$ cat src/rtl/pipe_ctrl_pkg.sv
// Shared constants for the pipeline stall/flush sequencer: FSM encoding and default sizes.
package pipe_ctrl_pkg;
  localparam logic [1:0] ST_IDLE     = 2'd0;
  localparam logic [1:0] ST_MD_WAIT  = 2'd1;
  localparam logic [1:0] ST_MEM_WAIT = 2'd2;

  localparam int MD_MAX_CYC_DEF = 40;
  localparam int CNT_W_DEF      = 32;
endpackage

$ cat src/rtl/sat_counter.sv
// Width-parameterised saturating up-counter with synchronous clear.
module sat_counter #(
  parameter int W = 32
) (
  input  logic         clk,
  input  logic         clr,
  input  logic         inc,
  output logic [W-1:0] cnt
);
  always_ff @(posedge clk) begin
    if (clr) begin
      cnt <= '0;
    end else if (inc && (cnt != '1)) begin
      cnt <= cnt + W'(1);
    end
  end
endmodule

$ cat src/rtl/pipe_stall_ctrl.sv
// Stall/flush sequencer for the 5-stage pipeline: load-use, branch, mul/div and dmem waits.
// Optional stall statistics counter enabled by defining STALL_STATS_EN.
module pipe_stall_ctrl
  import pipe_ctrl_pkg::*;
#(
  parameter int MD_MAX_CYC = MD_MAX_CYC_DEF,
  parameter int CNT_W      = CNT_W_DEF
) (
  input  logic             clk,
  input  logic             rst,
  input  logic             ld_use_haz,
  input  logic             branch_taken_d,
  input  logic             md_req_e,
  input  logic             md_done,
  input  logic             dmem_req_m,
  input  logic             dmem_ready,
  output logic             md_start,
  output logic             stall_f,
  output logic             stall_d,
  output logic             stall_e,
  output logic             stall_m,
  output logic             flush_d,
  output logic             flush_e,
  output logic             flush_m,
  output logic             md_timeout,
  output logic [CNT_W-1:0] stall_cycles
);
  localparam int MDC_W = $clog2(MD_MAX_CYC + 1);

  logic [1:0]       state, state_nxt;
  logic [MDC_W-1:0] md_cnt, md_cnt_nxt;
  logic             tmo_set;
  logic             start_c, sf_c, sd_c, se_c, sm_c, fd_c, fe_c, fm_c;

  always_comb begin
    state_nxt  = state;
    md_cnt_nxt = '0;
    tmo_set    = 1'b0;
    start_c    = 1'b0;
    sf_c       = 1'b0;
    sd_c       = 1'b0;
    se_c       = 1'b0;
    sm_c       = 1'b0;
    fd_c       = 1'b0;
    fe_c       = 1'b0;
    fm_c       = 1'b0;
    case (state)
      ST_IDLE: begin
        if (dmem_req_m && !dmem_ready) begin
          {sf_c, sd_c, se_c, sm_c} = 4'b1111;
          state_nxt = ST_MEM_WAIT;
        end else if (md_req_e) begin
          // The start cycle counts as cycle 0 of the mul/div budget.
          start_c    = 1'b1;
          {sf_c, sd_c, se_c, fm_c} = 4'b1111;
          md_cnt_nxt = MDC_W'(1);
          state_nxt  = ST_MD_WAIT;
        end else begin
          if (ld_use_haz) begin
            {sf_c, sd_c, fe_c} = 3'b111;
          end
          // A branch behind a load-use stall re-resolves once the stall clears.
          fd_c = branch_taken_d && !ld_use_haz;
        end
      end
      ST_MD_WAIT: begin
        if (md_done) begin
          state_nxt = ST_IDLE;
        end else if (md_cnt == MDC_W'(MD_MAX_CYC - 1)) begin
          tmo_set   = 1'b1;
          state_nxt = ST_IDLE;
        end else begin
          {sf_c, sd_c, se_c, fm_c} = 4'b1111;
          md_cnt_nxt = md_cnt + MDC_W'(1);
        end
      end
      ST_MEM_WAIT: begin
        if (dmem_ready) begin
          state_nxt = ST_IDLE;
        end else begin
          {sf_c, sd_c, se_c, sm_c} = 4'b1111;
        end
      end
      default: state_nxt = ST_IDLE;
    endcase
  end

  always_ff @(posedge clk) begin
    if (rst) begin
      state      <= ST_IDLE;
      md_cnt     <= '0;
      md_timeout <= 1'b0;
    end else begin
      state  <= state_nxt;
      md_cnt <= md_cnt_nxt;
      if (tmo_set) begin
        md_timeout <= 1'b1;
      end
    end
  end

  assign md_start = start_c & ~rst;
  assign stall_f  = sf_c & ~rst;
  assign stall_d  = sd_c & ~rst;
  assign stall_e  = se_c & ~rst;
  assign stall_m  = sm_c & ~rst;
  assign flush_d  = fd_c & ~rst;
  assign flush_e  = fe_c & ~rst;
  assign flush_m  = fm_c & ~rst;

`ifdef STALL_STATS_EN
  logic stall_any;
  assign stall_any = stall_f | stall_d | stall_e | stall_m;

  sat_counter #(
    .W(CNT_W)
  ) u_stall_cnt (
    .clk (clk),
    .clr (rst),
    .inc (stall_any),
    .cnt (stall_cycles)
  );
`else
  assign stall_cycles = '0;
`endif
endmodule
$ cat config.mk
export PLATFORM = sky130hd
export DESIGN_NAME = pipe_stall_ctrl
export DESIGN_NICKNAME = d
export VERILOG_FILES = /design/src/rtl/pipe_ctrl_pkg.sv /design/src/rtl/sat_counter.sv /design/src/rtl/pipe_stall_ctrl.sv
export SDC_FILE = /design/constraint.sdc
export NUM_CORES = 1
export LEC_CHECK = 0
export BUFFER_PORTS_ARGS = -buffer_cell sky130_fd_sc_hd__buf_2
export CORE_MARGIN = 2
export CORE_UTILIZATION = 40
export CTS_CLUSTER_SIZE = 30
export DETAILED_ROUTE_END_ITERATION = 7
export GPL_TIMING_DRIVEN = 0
export PLACE_DENSITY = 0.81
export SETUP_SLACK_MARGIN = 0.4
export SLEW_MARGIN = 20
export SYNTH_ARGS = -nofsm -noshare
export SYNTH_HDL_FRONTEND = slang
export SYNTH_SLANG_ARGS = --single-unit
export TNS_END_PERCENT = 5
$ cat constraint.sdc
create_clock -name clk -period 1.9 [get_ports clk]
set_clock_uncertainty 0.1 [all_clocks]
set_input_delay 0.095 -clock clk [delete_from_list [all_inputs] [get_ports clk]]
set_output_delay 0.095 -clock clk [all_outputs]
set_load 0.02 [all_outputs]
* Yosys cells after proc, flatten, opt, wreduce, memory -nomap -nowiden
Index checks and enable logic that the tools add are counted.
** Word-level totals
- Register bits after elaboration :: 9
- Input port bits :: 8
- Output and inout bits :: 41
- Word-level logic and storage cells :: 59
** Operators by class
- Add/subtract/negate cells :: 1
- Eq/ne operators :: 6
- Multiplexer cells :: 35
- Bitwise logic cells :: 8
- Reduce and logical (&&, ||, !) cells :: 6
** Operators by type and width (number)
- 1-bit 2-to-1 mux :: 22
- 6-bit 2-to-1 mux :: 2
- 6-bit case mux with 2 select lines :: 1
- 2-bit 2-to-1 mux :: 5
- 1-bit AND :: 7
- 6-bit by 1-bit adder with 6-bit output (second input constant) :: 1
- 6-bit equality test (second input constant) :: 1
- 3-bit inequality test (second input constant) :: 2
- 1-bit case mux with 3 select lines :: 2
- 2-bit case mux with 3 select lines :: 1
- 1-bit case mux with 2 select lines :: 2
- 3-bit AND reduction :: 1
- 2-bit by 1-bit equality test with 1-bit output (second input constant) :: 1
- 2-bit equality test (second input constant) :: 1
- 1-bit logical AND :: 2
- 1-bit logical NOT :: 2
- 2-bit logical NOT :: 1
- 2-bit inequality test (second input constant) :: 1
- 1-bit inverter :: 1

* Longest topological paths before layout
Gate-level depths: netlist of run 1.
- Depth after elaboration :: 6
- Gate-level depth with buffers :: 5

* Worst setup path after synthesis of run 1
OpenSTA, ideal clock, no wires.
- Path kind :: register to output
- From :: register state[1]
- To :: output stall_f
- Arrival time :: 1.621 ns
- Data required time :: 1.705 ns
- Slack :: 0.084 ns
- Stages on the path, launching flop included :: 5
- Path buffers :: 1
- Cells stage by stage :: dfxtp_1 -> or4b_4 -> o21bai_4 -> o21ai_0 -> buf_4
** On the way
- Cells in the longest elaborated chain, start to end :: 3
- Elaborated cells on any way between the ends :: 5
** Ends and longest elaborated chain
- start: declaration :: line pipe_stall_ctrl.sv:30 : logic [1:0] state, state_nxt;
- start signal: assignment :: line pipe_stall_ctrl.sv:94 : state <= state_nxt;
- 2-bit equality test (tied with other cells)
- 1-bit case mux with 3 select lines (*)
- 1-bit AND (*)
- end: declaration :: line pipe_stall_ctrl.sv:18 : output logic stall_f,
Every way passes the cells marked *; elsewhere a longest branch is shown, timed or not.

* Worst setup path in the final report of run 1
- From :: register state[1]
- To :: output flush_m
** On the way
- Cells in the longest elaborated chain, start to end :: 3
- Elaborated cells on any way between the ends :: 4
** Ends and longest elaborated chain
- 2-bit by 1-bit equality test with 1-bit output or 2-bit logical NOT (tied branches) :: line pipe_stall_ctrl.sv:47 : case (state)
- 1-bit case mux with 2 select lines (*) :: line pipe_stall_ctrl.sv:47
- 1-bit AND (*) :: line pipe_stall_ctrl.sv:109 : assign flush_m = fm_c & ~rst;
- end: declaration :: line pipe_stall_ctrl.sv:24 : output logic flush_m,
Marked as above.

==> results.sh, run 1 <==
export IMPL_run_status="finished clean"
export IMPL_drv_slew=0
export IMPL_final_util_pct=62.85
export IMPL_ant_nets=0
export IMPL_synth_cell_types=28
export IMPL_worstSetupStartpoint="state[1]"
export IMPL_drc=0
export IMPL_cts_tree="yes"
export IMPL_synth_edff_count=0
export IMPL_p_per_area_nw_per_um2=520.9
export IMPL_hp_class="in -> reg"
export IMPL_hold_viol=0
export IMPL_netSwitchingPower_w=0.0001840
export IMPL_slowest_stage="or4b_4"
export IMPL_rsz0062_at_grt="yes"
export IMPL_grt_pass1_vias=510
export IMPL_arrival_ns=1.61
export IMPL_internal_power_w=0.0003629
export IMPL_pwr_share_comb_pct=36.6
export IMPL_seq_area_sq_um=183.9
export IMPL_antenna_cells=0
export IMPL_critPathMaxFanout=5
export IMPL_synth_most_common_cell="buf_4"
export IMPL_dr_wl_met2_um=791
export IMPL_grt_remaining_overflow=0
export IMPL_fillerInstances=155
export IMPL_fin_crit_ns=1.807
export IMPL_synth_area_leaders="buf_4 (36%), dfxtp_1 (26%), nor2_1 (3.8%), o21bai_4 (2.7%), xor2_1 (2.5%)"
export IMPL_multi_input_area_sq_um=404.1
export IMPL_dr_total_vias=619
export IMPL_layout_drive_gt1_share_pct=50.35
export IMPL_drv_cap=0
export IMPL_dieArea_sq_um=2082
export IMPL_dpl_hpwl_um=1091
export IMPL_fp_dieH_um=45.63
export IMPL_async_flop_share_pct=0
export IMPL_crit_top_cell="buf_6"
export IMPL_rows=15
export IMPL_synth_top_area_share_pct=35.74
export IMPL_met3_length_um=97
export IMPL_drtIter0Drc=5
export IMPL_netlist_instances=83
export IMPL_cts_sinks=9
export IMPL_highest_layer="met4"
export IMPL_worstSetupStartpointType="flop"
export IMPL_ir_worst_vdd_uv=430.2
export IMPL_first_pass_iters=3
export IMPL_path_clk_slew_ns=0.07
export IMPL_fmax_mhz=553.4
export IMPL_io_buffers=16
export IMPL_syn_area_sq_um=693.2
export IMPL_synthTopCellsByCount="buf_4 (33), dfxtp_1 (9), nor2_1 (7)"
export IMPL_clockPowerShare_pct=27.1
export IMPL_worstSetupEndpointType="primary output"
export IMPL_crit_family="simple AND/OR/NAND/NOR gates"
export IMPL_cp_cell_sequence="or4b_4 > o21bai_4 > buf_6 > nand2_4 > buf_6"
export IMPL_nNetsFinal=151
export IMPL_fin_crit_sh_pct=95.11
export IMPL_worstSetupPathType="reg -> out"
export IMPL_area_growth_pct=51.44
export IMPL_routed_wl_um=1433
export IMPL_min_from="dmem_ready"
export IMPL_setup_tns_final_ns=0
export IMPL_switching_share_pct=33.64
export IMPL_cts_buffers=3
export IMPL_ys_ff_latch=9
export IMPL_h_tree_depth=1
export IMPL_die_x_um=45.63
export IMPL_syn_area_per_cell_sq_um=8.351
export IMPL_io_pins=49
export IMPL_start_util_pct=41.50
export IMPL_setup_viol=0
export IMPL_yosys_area_top_type="buf_4"
export IMPL_clockRootBuffer="clkbuf_4"
export IMPL_max_stage_delay_ns=0.48
export IMPL_grt_max_degree=6
export IMPL_rr_startpoint="state[1]"
export IMPL_synth_warnings=0
export IMPL_antenna_found_initial=0
export IMPL_wl_met1_um=504
export IMPL_core_area_sq_um=1670
export IMPL_crit_buf_inv=2
export IMPL_post_drt_wl_per_cell_um=9.070
export IMPL_clock_path_buffers=2
export IMPL_synth_flop_cell="dfxtp_1"
export IMPL_clkLatencyLatePin_ns=0.26
export IMPL_grt_pass1_wl_um=2166
export IMPL_required_ns=1.70
export IMPL_globalplace_congestion=0.7984
export IMPL_vias_per_cell=3.918
export IMPL_grt_total_usage_pct=14.52
export IMPL_power_frac_seq_pct=36.4
export IMPL_ys_seq_area_share_pct=25.99
export IMPL_leakage_nw=0.5821
[layout make-up]
class	instances	area share [%]
plain buffers	33	23.96
flip-flops and latches	9	17.52
inverters	4	1.430
well taps	17	2.026
clock buffers	4	2.503
multi-input cells	68	38.50
repair buffers	23	14.06
[kinds of logic after synthesis]
kind of cell / synth area share (%)
flops: 25.99
fa+ha+maj: 1.805
buf+inv: 37.91
simple gates: 18.05
xor+xnor: 3.791
other cells: 0.5410
compound gates: 11.91
[sequential cells by signal, indices dropped and copies added, names as in the netlist]
signal      count
md_timeout      1
md_cnt          6
state           2
[power by group through the flow]
stage	sequential, W	combinational, W	clock [W]
2_1_floorplan	0.000201	0.000156	0
3_3_place_gp	0.000202	0.000178	0
3_5_place_dp	0.000202	0.000179	0
4_1_cts	0.000198	0.000192	0.000154
5_1_grt	0.000200	0.000215	0.000157
6_report	0.000199	0.000200	0.000148
[metrics by stage]
| step | total power (W) | std cells | area [sq um] | setup WS (ns) | hold WS (ns) |
|---|---|---|---|---|---|
| 2_1_floorplan | 0.0003566 | 114 | 825.8 | 0.3964 | 0.1030 |
| 3_3_place_gp | 0.0003796 | 147 | 927.1 | 0.2823 | 0.2319 |
| 3_5_place_dp | 0.0003814 | 147 | 927.1 | 0.2250 | 0.2336 |
| 4_1_cts | 0.0005449 | 157 | 1030 | 0.07241 | 0.05730 |
| 5_1_grt | 0.0005714 | 158 | 1050 | 0.06027 | 0.1087 |
| 6_report | 0.0005469 | 158 | 1050 | 0.09287 | 0.06828 |
[per-layer routing]
metal	GRT usage (%)	up-vias
met4	7.059	0
li1	-	321
met2	27.61	25
met3	3.968	6
met1	14.01	267
met5	0	-
[worst paths after layout]
path	end	slack, ns	depth (start not counted)
worst min register to register	md_timeout	0.38	2
worst max-delay path	flush_m	0.09	5
worst max register to register	md_cnt[0]	0.32	5
worst min-delay path	state[1]	0.07	3
[worst reg2reg max path, cell delays in order, from the launching register on]
cell and delay (ns):
dfxtp_2 0.33, or4b_4 0.48, o21bai_4 0.23, buf_6 0.15, buf_4 0.13, o21ai_2 0.10
[cell usage in the layout, fill, tap and decap left out, types with 2 or more instances in the layout]
| cell | Yosys | final |
|---|---|---|
| conb_1 | 1 | 32 |
| buf_2 | 0 | 14 |
| dfxtp_1 | 9 | 6 |
| xor2_1 | 2 | 2 |
| nand3_1 | 2 | 2 |
| nand2_1 | 3 | 2 |
| dfxtp_2 | 0 | 3 |
| clkbuf_4 | 0 | 3 |
| o21ai_0 | 3 | 2 |
| inv_1 | 4 | 4 |
| nor2_1 | 7 | 7 |
| buf_6 | 0 | 3 |
| buf_4 | 33 | 38 |
[timing repair]
action,4_1_cts,5_1_grt
pin swaps,3,2
setup endpoints to repair,6,11
gates cloned,0,0
buffers inserted,5,1
hold endpoints to repair,1,0
resized for setup,8,3
hold buffers,1,0
Power figures use the tool's default switching activity.
==> inputs of run 2 (changes only) <==
Settings changed: ABC_AREA from default to 1, CORE_UTILIZATION 40 to 42.
==> results.sh, run 2 <==
export IMPL_run_status="finished clean"
export IMPL_switching_share_pct=36.05
export IMPL_syn_area_per_cell_sq_um=6.937
export IMPL_fp_dieH_um=47.01
export IMPL_post_drt_wl_per_cell_um=8.510
export IMPL_largest_reg_flops=6
export IMPL_async_flop_share_pct=0
export IMPL_drtIter0Drc=10
export IMPL_dpl_hpwl_um=1224
export IMPL_ant_nets=0
export IMPL_grt_total_usage_pct=15.44
export IMPL_grt_pass1_wl_um=2380
export IMPL_fin_crit_sh_pct=87.15
export IMPL_synth_mux_area_share_pct=0
export IMPL_clockRootBuffer="clkbuf_4"
export IMPL_area_growth_pct=53.30
export IMPL_globalplace_congestion=0.7789
export IMPL_p_per_area_nw_per_um2=493.3
export IMPL_synth_cell_types=20
export IMPL_rsz0062_at_grt="yes"
export IMPL_drc=0
export IMPL_top_register="md_cnt"
export IMPL_arrival_ns=1.46
export IMPL_cts_tree="yes"
export IMPL_fin_crit_ns=1.656
export IMPL_nNetsFinal=185
export IMPL_holdWs_ns=0.09466
export IMPL_drv_cap=0
export IMPL_fin_cells=200
export IMPL_cts_buffers=3
export IMPL_dieArea_sq_um=2210
export IMPL_first_pass_iters=5
export IMPL_h_tree_depth=1
export IMPL_ir_worst_vdd_uv=415.9
export IMPL_power_frac_seq_pct=33.8
export IMPL_routed_wl_um=1702
export IMPL_yosys_area_top_type="buf_4"
export IMPL_core_area_sq_um=1727
export IMPL_max_stage_delay_ns=0.36
export IMPL_vias_per_cell=3.785
export IMPL_layout_drive_gt1_share_pct=50.86
export IMPL_rows=15
export IMPL_clkLatencyLatePin_ns=0.26
export IMPL_synth_xor_area_share_pct=1.127
export IMPL_synthTopCellsByCount="buf_4 (33), nand2_1 (17), inv_1 (12)"
export IMPL_synth_area_leaders="buf_4 (32%), dfxtp_1 (23%), nand2_1 (8.2%), inv_1 (5.8%), nor2_1 (5.3%)"
export IMPL_hold_depth=4
export IMPL_cp_cell_sequence="ha_4 > nand2_4 > nor2_2 > nand2_1 > nand2_2 > nand3_2 > nand2_2 > inv_2 > buf_6 > buf_6"
export IMPL_min_to="md_cnt[3]"
export IMPL_rr_worst_depth=10
export IMPL_worstSetupStartpointType="flop"
export IMPL_io_buffers=16
export IMPL_pwr_share_comb_pct=40.4
export IMPL_synth_top_family_by_area="buffers and inverters"
export IMPL_worstSetupPathType="reg -> out"
export IMPL_rr_startpoint="md_cnt[0]"
export IMPL_synth_fa_ha_area_share_pct=1.610
export IMPL_grt_max_degree=8
export IMPL_clockPowerShare_pct=25.8
export IMPL_synth_simple_gate_area_share_pct=32.05
export IMPL_synth_top_area_share_pct=31.88
export IMPL_mostFrequentLayoutCells="buf_4 (41), conb_1 (32), nand2_1 (15)"
export IMPL_synth_warnings=0
export IMPL_ys_ff_latch=9
export IMPL_netlist_instances=112
export IMPL_hp_class="in -> reg"
export IMPL_min_from="md_done"
export IMPL_start_util_pct=45.00
export IMPL_cts_sinks=9
export IMPL_hold_viol=0
export IMPL_drv_slew=0
export IMPL_slowest_stage="dfxtp_2"
export IMPL_antenna_cells=0
export IMPL_r2r_end="md_cnt[1]"
export IMPL_clock_path_buffers=2
export IMPL_grt_pass1_vias=618
export IMPL_netSwitchingPower_w=0.0002118
export IMPL_top_regs="md_cnt (6), state (2), md_timeout (1)"
export IMPL_ys_seq_area_share_pct=23.19
export IMPL_leakage_nw=0.7089
export IMPL_syn_area_sq_um=777.0
export IMPL_critPathMaxFanout=3
export IMPL_synth_compound_area_share_pct=1.932
export IMPL_worstSetupEndpointType="primary output"
export IMPL_path_clk_slew_ns=0.06
export IMPL_synth_most_common_cell="buf_4"
export IMPL_io_pins=49
export IMPL_final_common_cell="buf_4"
export IMPL_synth_flop_cell="dfxtp_1"
export IMPL_placedCellCount=184
export IMPL_setup_tns_final_ns=0
export IMPL_grt_remaining_overflow=0
export IMPL_dr_total_vias=757
export IMPL_internal_power_w=0.0003758
export IMPL_r2r_setup_slack_ns=0.33
export IMPL_die_x_um=47.01
export IMPL_required_ns=1.70
export IMPL_fmax_mhz=603.9
export IMPL_antenna_found_initial=0
export IMPL_synth_edff_count=0
export IMPL_setup_viol=0
## run 2: cell types whose count changed after synthesis, sizes merged, moves of 3 or more
cell and change:
inv +12, nand2 +19, nand3 +6, nor2 +6, nor3 +3, o21ai -3
## run 2: per-stage QoR
stage               instance area [sq um]  utilization [%]  total power (W)  setup slack [ns]
finish                               1191            68.99        0.0005876            0.2441
global route                         1191            68.99        0.0006187            0.1611
CTS                                  1162            67.32        0.0005727            0.2456
detailed placement                   1005            58.19        0.0004033            0.3454
global placement                     1005            58.19        0.0003994            0.3897
floorplan                           893.4                -        0.0003730            0.4656
## run 2: power by group through the flow
| stage | clock [W] | sequential (W) | combinational [W] |
|---|---|---|---|
| after floorplan | 0 | 0.000201 | 0.000172 |
| after global placement | 0 | 0.000202 | 0.000198 |
| after detailed placement | 0 | 0.000202 | 0.000201 |
| after CTS | 0.000151 | 0.000198 | 0.000223 |
| after global routing | 0.000163 | 0.000199 | 0.000257 |
| final | 0.000151 | 0.000199 | 0.000237 |
## run 2: layer usage
layer | track usage [%] | wire length (um) | share of wire (%)
met1 | 14.39 | 559 | 33
met2 | 30.41 | 1038 | 61
met3 | 1.538 | 93 | 5.5
met4 | 11.11 | 12 | 0.71
met5 | 0 | 0 | 0
## run 2: how the worst max path moves through the flow
stage	from	end	slack, ns	cells after the start
3_3_place_gp	md_cnt[0]	stall_f	0.39	10
3_5_place_dp	md_cnt[0]	stall_f	0.35	10
2_1_floorplan	md_cnt[0]	stall_f	0.47	9
5_1_grt	md_cnt[0]	stall_e	0.16	10
4_1_cts	md_cnt[1]	flush_m	0.25	10
6_report	md_cnt[0]	stall_f	0.24	10
## run 2: worst max-delay path: cells and delay by family, from the launching register on
family,cells,cell delay [ns]
adder cells (fa/ha/maj),1,0.15
buffers and inverters,3,0.26
flip-flops,1,0.36
AND/OR/NAND/NOR,6,0.44
## run 2: area by class of cell
type,instances,area [sq um]
buffer,33,251.5
clock buffer,4,26.28
fill,154,535.5
inverter,16,60.06
multi-input combinational,85,440.4
sequential,9,182.7
tap,25,31.28
timing repair buffer,28,198.9
## run 2: cell families (layout without fill, tap and decap cells)
kind of cell,Yosys count,after routing
other,1,32
adders and majority gates,1,1
DFF,9,9
AOI/OAI and AO/OA,3,3
and+or+nand+nor,48,48
xor gates and xnor gates,1,1
buffers and inverters,49,81
## run 2: timing repair
item / in CTS / in global routing
gates resized for setup: 14 / 7
pin swaps: 3 / 2
hold endpoints to repair: 1 / 0
hold buffers: 1 / 0
setup buffers: 10 / 1
setup endpoints to repair: 4 / 11
==> inputs of run 3 (changes only) <==
Settings changed: ABC_CLOCK_PERIOD_IN_PS from default to 1900, CAP_MARGIN from default to 40, SETUP_SLACK_MARGIN 0.4 to default.
==> results.sh, run 3 (synthesis gave the netlist of run 2 again) <==
export IMPL_worstSetupStartpoint="md_cnt[0]"
export IMPL_layout_setup_ws_ns=0.1323
export IMPL_fin_crit_ns=1.768
export IMPL_dr_total_vias=696
export IMPL_arrival_ns=1.57
export IMPL_grt_pass1_wl_um=1945
export IMPL_grt_pass1_vias=535
export IMPL_crit_family="simple AND/OR/NAND/NOR gates"
export IMPL_routed_wl_um=1424
export IMPL_first_pass_iters=4
export IMPL_rsz0062_at_grt="no"
export IMPL_highest_layer="met4"
export IMPL_run_status="finished clean"
export IMPL_mostFrequentLayoutCells="buf_4 (34), conb_1 (32), nand2_1 (17)"
export IMPL_required_ns=1.70
export IMPL_rr_startpoint="md_cnt[0]"
export IMPL_cts_sinks=9
export IMPL_ir_worst_vdd_uv=413.6
export IMPL_p_per_area_nw_per_um2=520.6
export IMPL_dp_slack_ns=0.3454
export IMPL_setup_tns_final_ns=0
export IMPL_ant_nets=0
export IMPL_layout_drive_gt1_share_pct=43.64
export IMPL_rows=15
export IMPL_fmax_mhz=565.7
export IMPL_leakage_nw=0.6368
export IMPL_clockRootBuffer="clkbuf_4"
export IMPL_setup_viol=0
export IMPL_core_area_sq_um=1727
export IMPL_hold_viol=0
export IMPL_area_growth_pct=36.88
export IMPL_wl_met1_um=527
export IMPL_antenna_found_initial=0
export IMPL_fp_dieH_um=47.01
export IMPL_crit_top_cell="nand2_1"
export IMPL_post_drt_wl_per_cell_um=7.495
export IMPL_die_x_um=47.01
export IMPL_met3_length_um=77
export IMPL_drc=0
export IMPL_cts_buffers=3
export IMPL_dr_wl_met2_um=798
export IMPL_drtIter0Drc=4
export IMPL_antenna_cells=0
export IMPL_worstSetupPathType="reg -> out"
export IMPL_drv_slew=0
export IMPL_worstSetupStartpointType="flop"
export IMPL_top_register="md_cnt"
export IMPL_crit_buf_inv=3
export IMPL_hp_class="in -> reg"
export IMPL_fin_crit_sh_pct=93.04
export IMPL_clkLatencyLatePin_ns=0.25
export IMPL_slowest_stage="dfxtp_2"
export IMPL_cp_cell_sequence="ha_4 > nand2_1 > nor2_1 > nand2_1 > nand2_2 > nand3_1 > nand2_1 > inv_1 > buf_4 > buf_2"
export IMPL_path_clk_slew_ns=0.06
export IMPL_final_util_pct=61.59
export IMPL_final_common_cell="buf_4"
export IMPL_dpl_hpwl_um=1224
export IMPL_min_from="md_done"
export IMPL_io_buffers=16
export IMPL_cts_tree="yes"
export IMPL_drv_cap=0
export IMPL_grt_remaining_overflow=0
export IMPL_h_tree_depth=1
export IMPL_max_stage_delay_ns=0.36
export IMPL_start_util_pct=45.00
export IMPL_worstSetupEndpointType="primary output"
export IMPL_vias_per_cell=3.663
export IMPL_dieArea_sq_um=2210
export IMPL_grt_max_degree=8
export IMPL_critPathMaxFanout=3
export IMPL_top_regs="md_cnt (6), state (2), md_timeout (1)"
export IMPL_largest_reg_flops=6
export IMPL_clock_path_buffers=2
export IMPL_nNetsFinal=175
export IMPL_r2r_setup_slack_ns=0.65
export IMPL_grt_total_usage_pct=12.38
export IMPL_io_pins=49
export IMPL_globalplace_congestion=0.7789
==> run 3: changes by cell type in the layout (fill, tap and decap cells not counted) <==
cell     before  now
inv_2         6    4
inv_1        10   12
nand3_2       3    1
buf_2        13   16
buf_4        41   34
buf_6         6    0
nand2_1      15   17
nand3_1       5    7
nand2_2       6    5
nand2_4       1    0
nor2_1       10   11
nor2_2        3    2
==> run 3: tightest hold or removal path: cells and delay by family <==
family | cells | cell delay, ns
simple gates | 3 | 0.19
buf+inv | 1 | 0.10
==> run 3: path summary, 6_finish.rpt <==
check | depth (start not counted) | to
min | 4 | md_cnt[2]
min reg2reg | 2 | md_timeout
max | 10 | stall_f
max reg2reg | 8 | state[0]
==> run 3: stage by stage <==
| stage | hold slack, ns | power (W) | area, sq um | instances |
|---|---|---|---|---|
| 2_1_floorplan | 0.06407 | 0.0003730 | 893.4 | 143 |
| 5_1_grt | 0.09383 | 0.0005840 | 1064 | 190 |
| 6_report | 0.08381 | 0.0005537 | 1064 | 190 |
| 4_1_cts | 0.08619 | 0.0005521 | 1041 | 189 |
| 3_3_place_gp | 0.2339 | 0.0003994 | 1005 | 184 |
| 3_5_place_dp | 0.2391 | 0.0004033 | 1005 | 184 |
==> run 3: what timing repair did <==
action	CTS	global route
buffers inserted	0	1
hold endpoints to repair	1	0
hold buffers	1	0
gates resized for setup	0	4
setup endpoints to repair	0	1
==> run 3: final cells by class <==
class / count / area, sq um
clock buffer: 4 / 26.28
fill: 168 / 663.1
timing repair buffer: 18 / 97.59
tap: 25 / 31.28
multi-input combinational: 85 / 417.9
buffer: 33 / 247.7
sequential: 9 / 182.7
inverter: 16 / 60.06
==> run 3: routing by layer <==
| metal | GRT usage (%) | vias to the layer above |
|---|---|---|
| met5 | 0 | - |
| met4 | 7.778 | 0 |
| met3 | 2.692 | 4 |
| met2 | 23.29 | 20 |
| met1 | 12.06 | 294 |
| li1 | - | 378 |
==> run 3: power by group <==
part           internal [W]  total [W]  switching, W  leakage (nW)
clock network     0.0000809   0.000147     0.0000658        0.0150
logic             0.0000819   0.000208      0.000126         0.548
registers          0.000194   0.000199    0.00000508        0.0739
total              0.000357   0.000554      0.000197         0.637
